[config.mk]
export PLATFORM = sky130hd
export DESIGN_NAME = if_fetch_unit
export DESIGN_NICKNAME = d
export VERILOG_FILES = /design/src/rtl/if_fetch_unit.sv
export SDC_FILE = /design/constraint.sdc
export NUM_CORES = 1
export LEC_CHECK = 0
export CORE_MARGIN = 2
export CORE_UTILIZATION = 40
export DETAILED_ROUTE_END_ITERATION = 12
export GPL_ROUTABILITY_DRIVEN = 1
export MAX_ROUTING_LAYER = met4
export PLACE_DENSITY_LB_ADDON = 0.2
export SETUP_SLACK_MARGIN = 0.15
export SLEW_MARGIN = 5
export SYNTH_ARGS = -nofsm -noshare
export SYNTH_HDL_FRONTEND = slang
export SYNTH_SLANG_ARGS = --single-unit
[constraint.sdc]
create_clock -name CLK -period 6.9 [get_ports CLK]
set_input_delay 1.38 -clock CLK [delete_from_list [all_inputs] [get_ports CLK]]
set_output_delay 1.38 -clock CLK [all_outputs]
set_load 0.01 [all_outputs]
[src/rtl/if_fetch_unit.sv]
// Instruction Fetch stage: PC, variable-latency imem handshake, stall/redirect handling.
// Optional define IF_FETCH_PERF_CNT_EN adds PERF_FETCHED / PERF_BUBBLES counters.
module if_fetch_unit #(
    parameter logic [31:0] RESET_PC  = 32'h0000_0000,
    parameter logic [31:0] NOP_INSTR = 32'h0000_0013
) (
    input  logic        CLK,
    input  logic        RESET,
    input  logic        STALL,
    input  logic        BRANCH_TAKEN,
    input  logic [31:0] BRANCH_TARGET,
    output logic        IMEM_READ,
    output logic [31:0] IMEM_ADDR,
    input  logic [31:0] IMEM_READDATA,
    input  logic        IMEM_BUSYWAIT,
    output logic [31:0] INSTRUCTION,
    output logic [31:0] PC_PLUS_4,
    output logic [31:0] PC,
    output logic        FETCH_VALID
`ifdef IF_FETCH_PERF_CNT_EN
    ,
    output logic [31:0] PERF_FETCHED,
    output logic [31:0] PERF_BUBBLES
`endif
);

    localparam int unsigned XLEN = 32;

    typedef enum logic [1:0] {
        S_FETCH = 2'd0,
        S_HOLD  = 2'd1,
        S_DRAIN = 2'd2
    } state_t;

    state_t            state, state_nxt;
    logic [XLEN-1:0]   pc, pc_nxt;
    logic [XLEN-1:0]   hold_reg, hold_nxt;
    logic [XLEN-1:0]   redirect_pc, redirect_nxt;
    logic [XLEN-1:0]   pc_inc;

    assign pc_inc = pc + XLEN'(4);

    // State and datapath registers
    always_ff @(posedge CLK or posedge RESET) begin
        if (RESET) begin
            state       <= S_FETCH;
            pc          <= RESET_PC;
            hold_reg    <= NOP_INSTR;
            redirect_pc <= '0;
        end else begin
            state       <= state_nxt;
            pc          <= pc_nxt;
            hold_reg    <= hold_nxt;
            redirect_pc <= redirect_nxt;
        end
    end

    // Next-state logic; a redirect always wins over a stall
    always_comb begin
        state_nxt    = state;
        pc_nxt       = pc;
        hold_nxt     = hold_reg;
        redirect_nxt = redirect_pc;
        case (state)
            S_FETCH: begin
                if (BRANCH_TAKEN) begin
                    if (IMEM_BUSYWAIT) begin
                        redirect_nxt = BRANCH_TARGET;
                        state_nxt    = S_DRAIN;
                    end else begin
                        pc_nxt = BRANCH_TARGET;
                    end
                end else if (!IMEM_BUSYWAIT) begin
                    if (STALL) begin
                        hold_nxt  = IMEM_READDATA;
                        state_nxt = S_HOLD;
                    end else begin
                        pc_nxt = pc_inc;
                    end
                end
            end
            S_HOLD: begin
                if (BRANCH_TAKEN) begin
                    pc_nxt    = BRANCH_TARGET;
                    state_nxt = S_FETCH;
                end else if (!STALL) begin
                    pc_nxt    = pc_inc;
                    state_nxt = S_FETCH;
                end
            end
            S_DRAIN: begin
                // The in-flight access must finish before the new address goes out
                if (!IMEM_BUSYWAIT) begin
                    pc_nxt    = BRANCH_TAKEN ? BRANCH_TARGET : redirect_pc;
                    state_nxt = S_FETCH;
                end else if (BRANCH_TAKEN) begin
                    redirect_nxt = BRANCH_TARGET;
                end
            end
            default: begin
                state_nxt = S_FETCH;
            end
        endcase
    end

    // Outputs; held quiet while RESET is asserted
    always_comb begin
        IMEM_READ   = 1'b0;
        FETCH_VALID = 1'b0;
        INSTRUCTION = NOP_INSTR;
        IMEM_ADDR   = pc;
        PC          = pc;
        PC_PLUS_4   = pc_inc;
        if (!RESET) begin
            case (state)
                S_FETCH: begin
                    IMEM_READ   = 1'b1;
                    FETCH_VALID = !IMEM_BUSYWAIT;
                    if (!IMEM_BUSYWAIT) begin
                        INSTRUCTION = IMEM_READDATA;
                    end
                end
                S_HOLD: begin
                    FETCH_VALID = 1'b1;
                    INSTRUCTION = hold_reg;
                end
                S_DRAIN: begin
                    IMEM_READ = 1'b1;
                end
                default: begin
                    IMEM_READ = 1'b0;
                end
            endcase
        end
    end

`ifdef IF_FETCH_PERF_CNT_EN
    // Delivered-instruction and bubble counters, free-running with wrap
    always_ff @(posedge CLK or posedge RESET) begin
        if (RESET) begin
            PERF_FETCHED <= '0;
            PERF_BUBBLES <= '0;
        end else begin
            if (FETCH_VALID && !STALL && !BRANCH_TAKEN) begin
                PERF_FETCHED <= PERF_FETCHED + XLEN'(1);
            end
            if (!FETCH_VALID) begin
                PERF_BUBBLES <= PERF_BUBBLES + XLEN'(1);
            end
        end
    end
`endif

endmodule
==> metrics <==
Antenna Diode Count=0; final setup fails=0; number of synthesized register bits=98; CTS resizes=0; CP startpoint kind=input port; routability cong.=just under 0.8; pin count of the biggest net entering global routing=between 60 and 70; worst path arrival time=3.23 ns; Post-Synth Simple-Gate Area=13.84%; Reg clk slew, reported paths=0.06 ns; synthesized net count=632; Die Span Y=122.6 um; slew margin rel.=13.11%; clk_lat worst skew=0.34 ns; postcts setup bufs=0; Worst Skew=0.004744 ns; vias post-DR=4938; fin worst setup slack=around 2.3 ns; number of synthesized flops with an enable pin=0; cell area after synthesis=0.005623 mm2; largest family of logic cells by synthesized area=compound AO/OA/AOI/OAI gates; vias in the first global route=4877; worst-case clock buffer depth=2; xor and xnor area share after synthesis=4.361%; Synth Area in Compound Gates=15.87%; die width=122.6 um; Slew @ Worst Pin=1.297 ns; Synth warnings=0; Synth Instances=562; Worst setup EP type=output pin; htree depth=3; max cap viols=0; HP Class=reg -> reg; vias per inst=5.561; unrepaired setup endpoints after global routing=no; PortBufs=198; DR iter-0 viols=385; GRT Total Usage=22.28%; total core area=0.01383 mm2; Final Hold Vio Count=0; primary flip-flop cell chosen by synthesis mapping=dfrtp_1; ys async rst share=between 90% and 100%; Area growth syn-to-layout=37.85%; Overflow after GRT=0; Hold Buf Count CTS=0; fin crit period=4.610 ns; largest area contributor in the netlist=dfrtp_1; final wirelength=16120 um; Sink Count=98; synthesized-area fraction occupied by adder cells=0.2225%; Final Max Tran Viols=0; crit share post-route=66.81%; post-DP HPWL=10990 um; num rows=43; Nets=776; top cells by area, synth=dfrtp_1 (42%), mux2_2 (14%), buf_4 (4.5%); io pins=between 150 and 200; mux share of post-synthesis cell area=between 10 and 15%; Synth top cells by count=dfrtp_1 (95), mux2_2 (71), nor2_1 (59); fmax=around 220 MHz; Worst VDD drop=0.0001313 V; register area share after synthesis=between 40% and 50%; critical path required time=5.52 ns; residual DRC count=0; post-synthesis average cell area=between 10 and 15 um2; CTS tree=yes; drt wl/cell=18.15 um; leakage=3.047 nW; pre-CTS setup slack=2.320 ns; status=completed; setup TNS=0 ns; Yosys top cell area share=42.28%; cell with the most instances after synthesis=dfrtp_1; initial antenna violation count=0; Final ANT Viol Nets=0; DRT Pass-1 Iters=5; die area=approximately 0.015 mm2; global-route wire length before repair=25470 um; critical setup path kind=in -> out; CP max FO=28; Yosys cell types=53; Power per Cell Area=254.5 mW/mm2; Clock Tree Root=clkbuf_16; TritonCTS Buffers=9; layout cells sized above 1=14.97%; initial core utilization=between 40 and 50%
## where the power goes
group	switching, mW	internal (mW)
Sequential	0.127	0.697
Clock	0.206	0.259
Combinational	0.281	0.402
Total	0.614	1.36
## cell type report
| type | instances | area, um2 |
|---|---|---|
| clock buffer | 13 | 260.3 |
| multi-input combinational | 385 | 2748 |
| inverter | 6 | 25.02 |
| sequential | 98 | 2456 |
| timing repair buffer | 206 | 2037 |
| fill | 1179 | 6076 |
| tap | 180 | 225.2 |
## cells in the final DEF (no fill, tap or decap), drive strengths merged, types with 4 or more instances in the layout
master	Yosys	final
nand3	15	15
a21oi	23	23
mux2	71	71
nand4	9	9
dfrtp	95	95
o21ai	24	24
buf	45	9
inv	6	6
a22oi	33	33
xnor2	20	20
o22ai	5	5
nand2	36	36
xor2	8	8
o31a	4	4
a32o	8	8
clkdlybuf4s50	0	197
nor2	59	59
a221o	11	11
nor3	10	10
and3	10	10
a211oi	4	4
clkbuf	28	13
## routing by layer
metal	GRT usage, %	wire [um]
met1	29.38	7138
met2	35.24	7926
met3	3.299	885
met4	7.615	166
met5	-	0
## critical path: stages
cell	delay, ns
clkdlybuf4s50_1	0.44
nor3_2	0.18
buf_4	0.34
a22oi_1	0.14
nor2_1	0.19
clkdlybuf4s50_1	0.56
## final timing paths
path | slack [ns] | endpoint | depth (start not counted) | from
worst max-delay path | 2.29 | INSTRUCTION[11] | 6 | IMEM_BUSYWAIT
worst min-delay path | 0.48 | redirect_pc[8]$_DFFE_PP0P_ | 2 | redirect_pc[8]$_DFFE_PP0P_
worst max register to register | 3.76 | IMEM_ADDR[21]$_DFFE_PP0P_ | 4 | state[0]$_DFFE_PP0P_
worst min register to register | 0.48 | redirect_pc[8]$_DFFE_PP0P_ | 2 | redirect_pc[8]$_DFFE_PP0P_
max in group asynchronous | 4.15 | hold_reg[10]$_DFFE_PP0P_ | 3 | RESET
min in group asynchronous | 1.48 | hold_reg[22]$_DFFE_PP0P_ | 2 | RESET
## kinds of logic (layout without fill, tap and decap cells)
logic type	Yosys count	after routing
buffers and inverters	79	225
multiplexers	72	72
AO/OA/AOI/OAI	127	127
flip-flops	98	98
XOR/XNOR	28	28
AND/OR/NAND/NOR	157	157
adder cells (fa/ha/maj)	1	1
## per-stage QoR
| step | utilization [%] | total power [mW] | hold slack (ns) | area [um2] | cells |
|---|---|---|---|---|---|
| 2_1_floorplan | - | 1.186 | 0.4511 | 5623 | 562 |
| 3_3_place_gp | 54.18 | 1.503 | 0.4650 | 7491 | 875 |
| 6_report | 56.06 | 1.972 | 0.4822 | 7751 | 888 |
| 4_1_cts | 56.06 | 1.988 | 0.4885 | 7751 | 888 |
| 3_5_place_dp | 54.18 | 1.520 | 0.4742 | 7491 | 875 |
| 5_1_grt | 56.06 | 2.079 | 0.5164 | 7751 | 888 |
Power figures use the tool's default switching activity.
